### config.mk
export PLATFORM = sky130hd
export DESIGN_NAME = mc_controller
export DESIGN_NICKNAME = d
export VERILOG_FILES = /design/src/rtl/mc_controller_pkg.sv /design/src/rtl/mc_controller_alu_op_decode.sv /design/src/rtl/mc_controller.sv
export SDC_FILE = /design/constraint.sdc
export NUM_CORES = 1
export LEC_CHECK = 0
export CORE_ASPECT_RATIO = 1.2
export CORE_MARGIN = 8
export CORE_UTILIZATION = 30
export CTS_CLUSTER_SIZE = 14
export DETAILED_ROUTE_END_ITERATION = 16
export PLACE_DENSITY = 0.69
export SYNTH_ARGS = -nofsm -noshare
export SYNTH_HDL_FRONTEND = slang
export SYNTH_SLANG_ARGS = --single-unit
### constraint.sdc
create_clock -name clk -period 1.7 [get_ports clk]
set_input_delay 0.34 -clock clk [delete_from_list [all_inputs] [get_ports clk]]
set_output_delay 0.34 -clock clk [all_outputs]
set_load 0.1 [all_outputs]
### src/rtl/mc_controller_pkg.sv
// Shared encodings for the multi-cycle MIPS controller: FSM states, opcodes,
// R-type funct codes and the ALU operation codes driven to the alu block.
`timescale 1ns/1ps
package mc_controller_pkg;

   typedef enum logic [3:0] {
      ST_FETCH     = 4'd0,
      ST_DECODE    = 4'd1,
      ST_MEM_ADDR  = 4'd2,
      ST_MEM_READ  = 4'd3,
      ST_MEM_WB    = 4'd4,
      ST_MEM_WRITE = 4'd5,
      ST_R_EXEC    = 4'd6,
      ST_R_WB      = 4'd7,
      ST_BRANCH    = 4'd8,
      ST_JUMP      = 4'd9,
      ST_JAL       = 4'd10,
      ST_JR        = 4'd11,
      ST_I_EXEC    = 4'd12,
      ST_I_WB      = 4'd13,
      ST_ILLEGAL   = 4'd14
   } state_e;

   // ALU_OPERATION_DEFINES
   localparam logic [3:0] ALU_AND  = 4'd0;
   localparam logic [3:0] ALU_OR   = 4'd1;
   localparam logic [3:0] ALU_XOR  = 4'd2;
   localparam logic [3:0] ALU_NOR  = 4'd3;
   localparam logic [3:0] ALU_ADD  = 4'd4;
   localparam logic [3:0] ALU_ADDU = 4'd5;
   localparam logic [3:0] ALU_SUB  = 4'd6;
   localparam logic [3:0] ALU_SUBU = 4'd7;
   localparam logic [3:0] ALU_SLT  = 4'd8;
   localparam logic [3:0] ALU_SLTU = 4'd9;
   localparam logic [3:0] ALU_SLL  = 4'd10;
   localparam logic [3:0] ALU_SRL  = 4'd11;
   localparam logic [3:0] ALU_SRA  = 4'd12;

   localparam logic [5:0] OP_RTYPE = 6'h00;
   localparam logic [5:0] OP_J     = 6'h02;
   localparam logic [5:0] OP_JAL   = 6'h03;
   localparam logic [5:0] OP_BEQ   = 6'h04;
   localparam logic [5:0] OP_BNE   = 6'h05;
   localparam logic [5:0] OP_ADDI  = 6'h08;
   localparam logic [5:0] OP_ADDIU = 6'h09;
   localparam logic [5:0] OP_SLTI  = 6'h0A;
   localparam logic [5:0] OP_SLTIU = 6'h0B;
   localparam logic [5:0] OP_ANDI  = 6'h0C;
   localparam logic [5:0] OP_ORI   = 6'h0D;
   localparam logic [5:0] OP_XORI  = 6'h0E;
   localparam logic [5:0] OP_LUI   = 6'h0F;
   localparam logic [5:0] OP_LW    = 6'h23;
   localparam logic [5:0] OP_SW    = 6'h2B;

   localparam logic [5:0] FN_SLL  = 6'h00;
   localparam logic [5:0] FN_SRL  = 6'h02;
   localparam logic [5:0] FN_SRA  = 6'h03;
   localparam logic [5:0] FN_JR   = 6'h08;
   localparam logic [5:0] FN_ADD  = 6'h20;
   localparam logic [5:0] FN_ADDU = 6'h21;
   localparam logic [5:0] FN_SUB  = 6'h22;
   localparam logic [5:0] FN_SUBU = 6'h23;
   localparam logic [5:0] FN_AND  = 6'h24;
   localparam logic [5:0] FN_OR   = 6'h25;
   localparam logic [5:0] FN_XOR  = 6'h26;
   localparam logic [5:0] FN_NOR  = 6'h27;
   localparam logic [5:0] FN_SLT  = 6'h2A;
   localparam logic [5:0] FN_SLTU = 6'h2B;

endpackage

### src/rtl/mc_controller_alu_op_decode.sv
// Combinational ALU operation select for the controller: R-type funct in R_EXEC,
// I-type opcode in I_EXEC, SUBU compare in BRANCH, ADDU everywhere else.
`timescale 1ns/1ps
module alu_op_decode
   import mc_controller_pkg::*;
(
   input  state_e     state,
   input  logic [5:0] opcode,
   input  logic [5:0] funct,
   output logic [3:0] alu_operation,
   output logic       illegal_funct
);

   logic [3:0] r_op;
   logic [3:0] i_op;

   always_comb begin
      r_op          = ALU_ADDU;
      illegal_funct = 1'b0;
      case (funct)
         FN_ADD:  r_op = ALU_ADD;
         FN_ADDU: r_op = ALU_ADDU;
         FN_SUB:  r_op = ALU_SUB;
         FN_SUBU: r_op = ALU_SUBU;
         FN_AND:  r_op = ALU_AND;
         FN_OR:   r_op = ALU_OR;
         FN_XOR:  r_op = ALU_XOR;
         FN_NOR:  r_op = ALU_NOR;
         FN_SLT:  r_op = ALU_SLT;
         FN_SLTU: r_op = ALU_SLTU;
         FN_SLL:  r_op = ALU_SLL;
         FN_SRL:  r_op = ALU_SRL;
         FN_SRA:  r_op = ALU_SRA;
         default: illegal_funct = 1'b1;
      endcase
   end

   always_comb begin
      i_op = ALU_ADDU;
      case (opcode)
         OP_ADDI:  i_op = ALU_ADD;
         OP_SLTI:  i_op = ALU_SLT;
         OP_SLTIU: i_op = ALU_SLTU;
         OP_ANDI:  i_op = ALU_AND;
         OP_ORI:   i_op = ALU_OR;
         OP_XORI:  i_op = ALU_XOR;
         default:  i_op = ALU_ADDU;
      endcase
   end

   always_comb begin
      alu_operation = ALU_ADDU;
      case (state)
         ST_R_EXEC: alu_operation = r_op;
         ST_I_EXEC: alu_operation = i_op;
         ST_BRANCH: alu_operation = ALU_SUBU;
         default:   alu_operation = ALU_ADDU;
      endcase
   end

endmodule

### src/rtl/mc_controller.sv
// Multi-cycle MIPS control unit: Moore FSM driving datapath selects/enables and
// the ALU op; overflow on signed add/sub suppresses writeback and pulses ov_trap.
`timescale 1ns/1ps
module mc_controller
   import mc_controller_pkg::*;
(
   input  logic       clk,
   input  logic       rst,
   input  logic [5:0] opcode,
   input  logic [5:0] funct,
   input  logic       zero,
   input  logic       overflow,
   output logic       pc_write,
   output logic       pc_write_cond_eq,
   output logic       pc_write_cond_ne,
   output logic       iord,
   output logic       mem_read,
   output logic       mem_write,
   output logic       ir_write,
   output logic       reg_write,
   output logic [1:0] reg_dst,
   output logic [1:0] mem_to_reg,
   output logic [1:0] alu_src_a,
   output logic [2:0] alu_src_b,
   output logic [1:0] pc_source,
   output logic [3:0] alu_operation,
   output logic       ov_trap,
   output logic       illegal,
   output logic [3:0] state
);

   state_e     state_q;
   state_e     state_d;
   logic       ov_pending;
   logic [3:0] exec_op;
   logic       illegal_funct;
   logic       unused_zero;

   // zero only qualifies the datapath's conditional PC write
   assign unused_zero = zero;

   alu_op_decode u_alu_op_decode (
      .state         (state_q),
      .opcode        (opcode),
      .funct         (funct),
      .alu_operation (exec_op),
      .illegal_funct (illegal_funct)
   );

   always_ff @(posedge clk) begin
      if (rst) begin
         state_q    <= ST_FETCH;
         ov_pending <= 1'b0;
      end else begin
         state_q <= state_d;
         if (state_d == ST_FETCH)
            ov_pending <= 1'b0;
         else if ((state_q == ST_R_EXEC || state_q == ST_I_EXEC) && overflow &&
                  (exec_op == ALU_ADD || exec_op == ALU_SUB))
            ov_pending <= 1'b1;
      end
   end

   always_comb begin
      state_d = ST_FETCH;
      case (state_q)
         ST_FETCH: state_d = ST_DECODE;
         ST_DECODE: begin
            case (opcode)
               OP_LW, OP_SW:   state_d = ST_MEM_ADDR;
               OP_RTYPE:       state_d = (funct == FN_JR) ? ST_JR : ST_R_EXEC;
               OP_BEQ, OP_BNE: state_d = ST_BRANCH;
               OP_J:           state_d = ST_JUMP;
               OP_JAL:         state_d = ST_JAL;
               OP_ADDI, OP_ADDIU, OP_SLTI, OP_SLTIU,
               OP_ANDI, OP_ORI, OP_XORI, OP_LUI:
                               state_d = ST_I_EXEC;
               default:        state_d = ST_ILLEGAL;
            endcase
         end
         ST_MEM_ADDR: state_d = (opcode == OP_SW) ? ST_MEM_WRITE : ST_MEM_READ;
         ST_MEM_READ: state_d = ST_MEM_WB;
         ST_R_EXEC:   state_d = illegal_funct ? ST_ILLEGAL : ST_R_WB;
         ST_I_EXEC:   state_d = ST_I_WB;
         default:     state_d = ST_FETCH;
      endcase
   end

   always_comb begin
      pc_write         = 1'b0;
      pc_write_cond_eq = 1'b0;
      pc_write_cond_ne = 1'b0;
      iord             = 1'b0;
      mem_read         = 1'b0;
      mem_write        = 1'b0;
      ir_write         = 1'b0;
      reg_write        = 1'b0;
      reg_dst          = 2'd0;
      mem_to_reg       = 2'd0;
      alu_src_a        = 2'd0;
      alu_src_b        = 3'd0;
      pc_source        = 2'd0;
      alu_operation    = exec_op;
      ov_trap          = 1'b0;
      illegal          = 1'b0;
      case (state_q)
         ST_FETCH: begin
            mem_read  = 1'b1;
            ir_write  = 1'b1;
            pc_write  = 1'b1;
            alu_src_b = 3'd1;
         end
         ST_DECODE: alu_src_b = 3'd3;
         ST_MEM_ADDR: begin
            alu_src_a = 2'd1;
            alu_src_b = 3'd2;
         end
         ST_MEM_READ: begin
            iord     = 1'b1;
            mem_read = 1'b1;
         end
         ST_MEM_WB: begin
            mem_to_reg = 2'd1;
            reg_write  = 1'b1;
         end
         ST_MEM_WRITE: begin
            iord      = 1'b1;
            mem_write = 1'b1;
         end
         ST_R_EXEC: alu_src_a = 2'd1;
         ST_R_WB: begin
            reg_dst   = 2'd1;
            reg_write = ~ov_pending;
            ov_trap   = ov_pending;
         end
         ST_BRANCH: begin
            alu_src_a        = 2'd1;
            pc_source        = 2'd1;
            pc_write_cond_eq = (opcode == OP_BEQ);
            pc_write_cond_ne = (opcode == OP_BNE);
         end
         ST_JUMP: begin
            pc_write  = 1'b1;
            pc_source = 2'd2;
         end
         ST_JAL: begin
            pc_write   = 1'b1;
            pc_source  = 2'd2;
            reg_write  = 1'b1;
            reg_dst    = 2'd2;
            mem_to_reg = 2'd2;
         end
         ST_JR: begin
            pc_write  = 1'b1;
            pc_source = 2'd3;
         end
         ST_I_EXEC: begin
            alu_src_a = 2'd1;
            case (opcode)
               OP_ANDI, OP_ORI, OP_XORI: alu_src_b = 3'd4;
               OP_LUI: begin
                  alu_src_a = 2'd2;
                  alu_src_b = 3'd5;
               end
               default: alu_src_b = 3'd2;
            endcase
         end
         ST_I_WB: begin
            reg_write = ~ov_pending;
            ov_trap   = ov_pending;
         end
         ST_ILLEGAL: illegal = 1'b1;
         default: ;
      endcase
      // Reset wins over everything so no enable leaks during an aborted instruction
      if (rst) begin
         pc_write         = 1'b0;
         pc_write_cond_eq = 1'b0;
         pc_write_cond_ne = 1'b0;
         iord             = 1'b0;
         mem_read         = 1'b0;
         mem_write        = 1'b0;
         ir_write         = 1'b0;
         reg_write        = 1'b0;
         reg_dst          = 2'd0;
         mem_to_reg       = 2'd0;
         alu_src_a        = 2'd0;
         alu_src_b        = 3'd0;
         pc_source        = 2'd0;
         alu_operation    = ALU_ADDU;
         ov_trap          = 1'b0;
         illegal          = 1'b0;
      end
   end

   assign state = rst ? 4'd0 : state_q;

endmodule

==> run summary, run 1 <==
Err: [ERROR DPL-0033] detailed placement checks failed during check placement.
Syn Inst Count: 165
Synth top area cells: nor2_1, dfxtp_1, nor2b_1, nor3_1, nand2_1
Root Driver: clkbuf_8
Die Y: 79.55 microns
Post-synthesis sequential area ratio: 9.913%
Post-Synthesis Cell Area: 0.001010 sq mm
Unique masters post-synth: 47
Synth top area share: 10.04%
Mean Syn Cell Area: 6.120 sq um
H-Tree Depth: 1
Worst endpoint type: primary output
Initial antenna violation count: 0
Post-synth EDFFs: 0
Failed at: global routing
Async SR Flop Fraction: 0%
Final RePlAce weighted congestion: 0.9612
Initial Util: 30.78%
Num CTS Buffers: 3
Clock Tree Buf Depth: 2
Status: stopped before the end
GRT worst endpoint: alu_operation[0]
Seq cells post-synth: 5
Syn_nets: 181
Top Ports: 45
YS warnings: 0
Top FF cell, synth: dfxtp_1
Die X: 68.96 microns
Area leader, netlist: nor2_1
DPL Wire Length: 4163 microns
Post-cts hold buffer count: 0
Largest net degree at the start of global routing: 18
# port buffers: 43
FP Rows: 23
Clock Sinks: 5
DP Area: 0.002417 sq mm
Yosys cell counts, types with 2 or more instances:
master,instances
nor2_1,27
inv_1,4
nand2_1,13
buf_1,4
nor2b_1,11
nand2b_1,6
nand3_1,5
buf_2,5
dfxtp_1,5
clkbuf_1,4
xor2_1,2
or2_1,3
a22oi_1,2
nor3_1,11
a31oi_1,5
nor4_1,5
a21oi_1,9
o21ai_0,6
and3_1,2
o22ai_1,3
nand4_1,4
a32o_1,2
nor4b_1,2
o21ai_1,2
stage by stage:
stage	hold slack (ps)	utilization [%]	setup WS, ps	cells
4_1_cts	654.9	90.24	-369.0	316
3_3_place_gp	635.8	73.68	-669.8	287
3_5_place_dp	641.2	73.68	-783.9	287
2_1_floorplan	544.0	-	-804.4	165
logic make-up after synthesis:
family,Yosys count,share of synthesized area [%]
multiplexers,1,0.9914
flip-flops,5,9.914
XOR/XNOR,2,1.735
buffers and inverters,18,8.053
AO/OA/AOI/OAI,38,25.40
AND/OR/NAND/NOR,101,53.91
timing repair:
item | CTS
endpoints found under the setup margin | 29
pin swaps | 34
gates resized for setup | 118
hold endpoints to repair | 0
setup buffers | 29
==> run 2: changes to the inputs <==
--- a/config.mk
+++ b/config.mk
@@ -5,12 +5,10 @@
 export SDC_FILE = /design/constraint.sdc
 export NUM_CORES = 1
 export LEC_CHECK = 0
-export CORE_ASPECT_RATIO = 1.2
 export CORE_MARGIN = 8
-export CORE_UTILIZATION = 30
-export CTS_CLUSTER_SIZE = 14
+export CORE_UTILIZATION = 20
 export DETAILED_ROUTE_END_ITERATION = 16
-export PLACE_DENSITY = 0.69
+export PLACE_DENSITY_LB_ADDON = 0.15
 export SYNTH_ARGS = -nofsm -noshare
 export SYNTH_HDL_FRONTEND = slang
 export SYNTH_SLANG_ARGS = --single-unit
==> run summary, run 2 <==
DP Area: 0.002514 sq mm (+4.0%)
Status: finished, violations left
Slew Viols, Final: 0
Top delay family on crit path: simple AND/OR/NAND/NOR gates
CP arrival: 1770 ps
RSZ-0062 raised after global routing: yes
Die Y: 87.06 microns (+9.4%)
CP Buf/Inv Count: 3
Die X: 87.06 microns (+26%)
Die Footprint: 0.007579 sq mm
Most frequent cells in the layout: buf_4, buf_12, buf_6, nor2_4, nor2_1
Number of max-cap violations: 0
DR pass1 iterations: 4
Met3 WL: 165 microns
Max FFs per register: 4
Post-synthesis sequential area ratio: 9.913% (unchanged)
DPL Wire Length: 3658 microns (-12%)
Drt via density: 4.642
Top Ports: 45 (unchanged)
CP endpoint: alu_operation[3]
Initial Util: 20.29% (-10 points)
Seq cells post-synth: 5 (unchanged)
Top FF cell, synth: dfxtp_1
Worst path required time: 1360 ps
Initial drt markers: 54
Startpoint class of the critical path: flip-flop
Worst-path clk slew: 40 ps
Final Setup Violations: 25
Clock latency at the later pin of the worst-skew pair: 220 ps
Top flop regs: state_q: 4 flops, ov_pending: 1 flops
Syn_nets: 181 (unchanged)
Initial antenna violation count: 0
Area delta synth->final: 198.0%
Setup_tns: -5316 ps
YS warnings: 0 (unchanged)
Most common cell after layout, fill and taps aside: buf_4
Clock Sinks: 5 (unchanged)
Final Hold Viols: 0
Placeable Area: 0.004977 sq mm
Synth top area cells: nor2_1, dfxtp_1, nor2b_1, nor3_1, nand2_1
Root Driver: clkbuf_8
Vias: 1648
Clock Tree Buf Depth: 2 (unchanged)
Worst Skew: 1.551 ps
Setup WS post-layout: -406.5 ps
Final RePlAce weighted congestion: 0.8697 (-9.5%)
Failing checks: setup timing
Share of layout cells above drive strength 1: 72.63%
Reg2reg end: ov_pending$_SDFFE_PP0P_
Rel. slew slack: 79.67%
Largest register by flop count: state_q
FMAX: 474.7 MHz
Worst hold path class: input pin to flip-flop
Detail Route Antenna Nets: 0
Post-cts hold buffer count: 0 (unchanged)
Number of diodes: 0
H-Tree Depth: 1 (unchanged)
CP Cell Sequence: buf_6 > and4bb_4 > buf_4 > nand4_1 > o41ai_4 > and3b_4 > buf_12
Async SR Flop Fraction: 0% (unchanged)
Routed wire per std cell: 14.02 microns
Period utilization: 123.9%
Overall global routing resource usage: 13.75%
Static Leak: 1.234 nW
Metal-1 WL: 2115 microns
First-pass GRT wire length: 8521 microns
Top-count cell post-synth: nor2_1
Least-Margin Pin Slew: 303.9 ps
Worst path depth: 7
DR DRC count: 0
Area leader, netlist: nor2_1
Final Net Count: 302
Final hold slack: 642.6 ps
FP Rows: 26 (+13%)
CP endpoint kind: output port
Met2 wire len: 2672 microns
Top sig layer: met4
Maximum fanout along the worst path: 4
Finished Core Util: 60.46%
Largest net degree at the start of global routing: 18
Routed wire length: 4977 microns
Synth top area share: 10.04% (unchanged)
GR Overflow Total: 0
Post-synth top cells: nor2_1, nand2_1, nor2b_1, nor3_1, a21oi_1
Peak supply drop: 0.3421 mV
FF-to-FF setup slack: 10 ps
Overall power: 2.210 mW
Reg2reg start: state_q[3]$_SDFF_PP0_
Final Instance Area: 0.003009 sq mm
Mean Syn Cell Area: 6.120 sq um (unchanged)
Vias in the first global route: 1751
Post-Synthesis Cell Area: 0.001010 sq mm (unchanged)
Beginning of the critical path: state_q[3]$_SDFF_PP0_
Post-synth EDFFs: 0 (unchanged)
Unique masters post-synth: 47 (unchanged)
Min Tclk post-route: 2107 ps
Fillers: 430
Num CTS Buffers: 3 (unchanged)
# port buffers: 43 (unchanged)
Syn Inst Count: 165 (unchanged)
Power Density: 734.5 mW/mm^2
Crit-path max cell delay: 350 ps
CTS tree: done
Worst r2r path cells: 8
CP max stage cell: dfxtp_2
WS Path Type: flip-flop to output port
run 2: cell counts after synthesis:
No cell type changed its count.
run 2: tightest hold or removal path, stage by stage:
cell and delay (ps):
buf_2 90, buf_4 120, buf_12 190, a31oi_1 60
run 2: through the flow:
| stage | setup slack, ps | instances |
|---|---|---|
| 6_report | -406.5 | 355 |
| 5_1_grt | -479.2 | 355 |
| 4_1_cts | -383.2 | 355 |
| 3_5_place_dp | -674.6 | 329 |
| 3_3_place_gp | -633.2 | 329 |
| 2_1_floorplan | -804.4 | 165 |
run 2: how the worst min path moves through the flow:
stage	depth (start not counted)	end	startpoint	slack, ps
global placement	2	ov_pending$_SDFFE_PP0P_	ov_pending$_SDFFE_PP0P_	650
finish	4	state_q[0]$_SDFF_PP0_	rst	640
detailed placement	2	ov_pending$_SDFFE_PP0P_	ov_pending$_SDFFE_PP0P_	650
global route	4	state_q[0]$_SDFF_PP0_	rst	660
CTS	4	state_q[0]$_SDFF_PP0_	rst	640
floorplan	2	state_q[1]$_SDFF_PP0_	state_q[3]$_SDFF_PP0_	540
run 2: area by class of cell:
type | count | area (sq um) | share of cell area (%)
repair buffers | 130 | 1443 | 47.94
well taps | 70 | 87.58 | 2.911
inverters | 4 | 17.52 | 0.5821
flip-flops and latches | 5 | 110.1 | 3.659
clock buffers | 3 | 41.29 | 1.372
multi-input cells | 142 | 1305 | 43.37
clock inverters | 1 | 5.005 | 0.1663
run 2: timing repair:
item / CTS / global route
setup endpoints to repair: 29 / 30
resized for setup: 88 / 23
pin swaps: 27 / 19
setup buffers: 24 / 5
run 2: where the power goes:
part	total (mW)	switching (mW)	internal, mW
logic	1.83	1.01	0.815
clock network	0.218	0.0605	0.158
registers	0.164	0.0217	0.142
total	2.21	1.10	1.12
run 2: cell families (layout without fill, tap and decap cells):
family | count (synthesis) | in the layout | share of synthesized area [%]
multiplexers | 1 | 1 | 0.9914
AND/OR/NAND/NOR | 101 | 101 | 53.91
buffers and inverters | 18 | 138 | 8.053
AO/OA/AOI/OAI | 38 | 38 | 25.40
XOR/XNOR | 2 | 2 | 1.735
flip-flops | 5 | 5 | 9.914
run 2: metal layers:
metal	track usage, %	vias up
met5	0	-
met4	3.130	0
met3	1.604	2
met2	26.09	39
met1	15.76	767
li1	-	840
Power figures use the tool's default switching activity.
==> run 3: changes to the inputs <==
--- a/config.mk
+++ b/config.mk
@@ -5,10 +5,12 @@
 export SDC_FILE = /design/constraint.sdc
 export NUM_CORES = 1
 export LEC_CHECK = 0
-export CORE_MARGIN = 8
-export CORE_UTILIZATION = 20
+export CORE_AREA = 8 8 69 71
 export DETAILED_ROUTE_END_ITERATION = 16
+export DIE_AREA = 0 0 77 79
+export HOLD_SLACK_MARGIN = 0.08
 export PLACE_DENSITY_LB_ADDON = 0.15
+export RECOVER_POWER = 25
 export SYNTH_ARGS = -nofsm -noshare
 export SYNTH_HDL_FRONTEND = slang
 export SYNTH_SLANG_ARGS = --single-unit
==> run summary, run 3 (synthesis gave the netlist of run 2 again) <==
Status: finished, violations left
Failing checks: setup timing
First-pass GRT wire length: 8942 microns (+4.9%)
Placed cell count: 306 (-7.0%)
Routed wire per std cell: 16.85 microns (+20%)
DR DRC count: 0 (unchanged)
Static Leak: 1.169 nW (-5.3%)
Most common cell after layout, fill and taps aside: buf_4
FF/Latch Area: 110.1 sq um (unchanged)
Detail Route Antenna Nets: 0 (unchanged)
WS Path Type: flip-flop to output port
FMAX: 481.7 MHz (+1.5%)
Largest register by flop count: state_q
CP arrival: 1740 ps (-30 ps)
Clock latency at the later pin of the worst-skew pair: 220 ps (about the same)
Period utilization: 122.1% (-1.8 points)
Die Y: 79 microns (-9.3%)
Least-Margin Pin Slew: 423.4 ps (+119.6 ps)
Die X: 77 microns (-12%)
Vias: 1714 (+4.0%)
Vias in the first global route: 1839 (+5.0%)
Area delta synth->final: 183.9%
GR Overflow Total: 0 (unchanged)
Slew Viols, Final: 0 (unchanged)
Post-cts hold buffer count: 0 (unchanged)
Maximum fanout along the worst path: 4 (unchanged)
Root Driver: clkbuf_8
Final RePlAce weighted congestion: 0.8913 (+2.5%)
Initial Util: 26.58% (+6.3 points)
Startpoint class of the critical path: flip-flop
Initial antenna violation count: 0 (unchanged)
Clock Sinks: 5 (unchanged)
Largest net degree at the start of global routing: 16 (-2)
Fillers: 268 (-38%)
Clock Tree Buf Depth: 2 (unchanged)
Worst-path clk slew: 40 ps (about the same)
Max FFs per register: 4 (unchanged)
Multi-input gate area: 0.001314 sq mm (+0.67%)
Routed wire length: 5493 microns (+10%)
Reg2reg start: state_q[0]$_SDFF_PP0_
Drt via density: 5.258 (+13%)
Share of layout cells above drive strength 1: 71.74% (-0.89 points)
Num CTS Buffers: 3 (unchanged)
Final Setup Violations: 26 (+4.0%)
DPL Wire Length: 3860 microns (+5.5%)
Die Footprint: 0.006083 sq mm (-20%)
Final Instance Area: 0.002867 sq mm (-4.7%)
Power Density: 754.9 mW/mm^2 (+2.8%)
Min Tclk post-route: 2076 ps (-30.51 ps)
Beginning of the critical path: state_q[1]$_SDFF_PP0_
Top Ports: 45 (unchanged)
Worst hold path class: input pin to flip-flop
DR pass1 iterations: 4 (unchanged)
RSZ-0062 raised after global routing: yes
Overall global routing resource usage: 17.48% (+3.7 points)
Post-Place Worst Slack: -800.8 ps (-126.2 ps)
Non-Filler Instances: 326 (-8.2%)
Peak supply drop: 0.3106 mV (-9.2%)
Overall power: 2.164 mW (-2.1%)
Setup WS post-layout: -376.0 ps (+30.51 ps)
FP Rows: 23 (-12%)
CTS tree: done
Number of max-cap violations: 0 (unchanged)
Placeable Area: 0.003799 sq mm (-24%)
Rel. slew slack: 71.77% (-7.9 points)
Number of diodes: 0 (unchanged)
Final Hold Viols: 0 (unchanged)
Most frequent cells in the layout: buf_4, buf_12, nor2_4, buf_6, nor2_1
# port buffers: 43 (unchanged)
DP Area: 0.002466 sq mm (-1.9%)
Initial drt markers: 59 (+9.3%)
Worst Skew: 3.943 ps (+2.393 ps)
Worst Hold Launch: rst
H-Tree Depth: 1 (unchanged)
CP endpoint kind: output port
Top flop regs: state_q: 4 flops, ov_pending: 1 flops
Worst path required time: 1360 ps (about the same)
Setup_tns: -4526 ps (+789.7 ps)
Final Net Count: 293 (-3.0%)
[run 3: area by class of cell]
| type | instances | area share, % |
|---|---|---|
| flip-flops and latches | 5 | 3.841 |
| clock buffers | 3 | 1.440 |
| clock inverters | 1 | 0.1746 |
| inverters | 4 | 0.6111 |
| repair buffers | 121 | 45.92 |
| well taps | 50 | 2.182 |
| multi-input cells | 142 | 45.83 |
[run 3: timing repair]
action,4_1_cts,5_1_grt
gates resized for setup,99,14
buffers inserted,14,4
setup endpoints to repair,29,29
pin swaps,27,12
[run 3: final timing paths]
path / to / slack [ps] / cells past startpoint
worst max-delay path: alu_operation[0] / -380 / 6
worst min-delay path: state_q[3]$_SDFF_PP0_ / 640 / 4
worst max register to register: ov_pending$_SDFFE_PP0P_ / -10 / 8
worst min register to register: state_q[1]$_SDFF_PP0_ / 670 / 2
[run 3: per-layer routing]
layer	wire (microns)	vias up	track usage, %	part of all wire, %
li1	-	819	-	-
met1	2152	827	18.61	39
met2	3034	52	35.17	55
met3	141	16	1.467	2.6
met4	165	0	5.660	3.0
met5	0	-	0	0
[run 3: power by group]
group | internal [mW] | leakage (nW) | switching (mW) | total, mW
Combinational | 0.747 | 1.10 | 1.02 | 1.77
Clock | 0.158 | 0.0255 | 0.0687 | 0.227
Sequential | 0.142 | 0.0431 | 0.0266 | 0.169
Total | 1.05 | 1.17 | 1.12 | 2.16
[run 3: critical path: stages, from the launching register on]
cell and delay [ps]:
dfxtp_2 330, and4bb_4 380, nand3_2 80, o21a_1 200
a311oi_2 220, inv_1 110, buf_12 180
[run 3: per-stage QoR]
stage	utilization, %	hold WS [ps]
finish	75.46	642.5
detailed placement	64.92	633.6
global placement	64.92	622.8
floorplan	-	544.0
CTS	74.67	636.3
global route	75.46	650.5
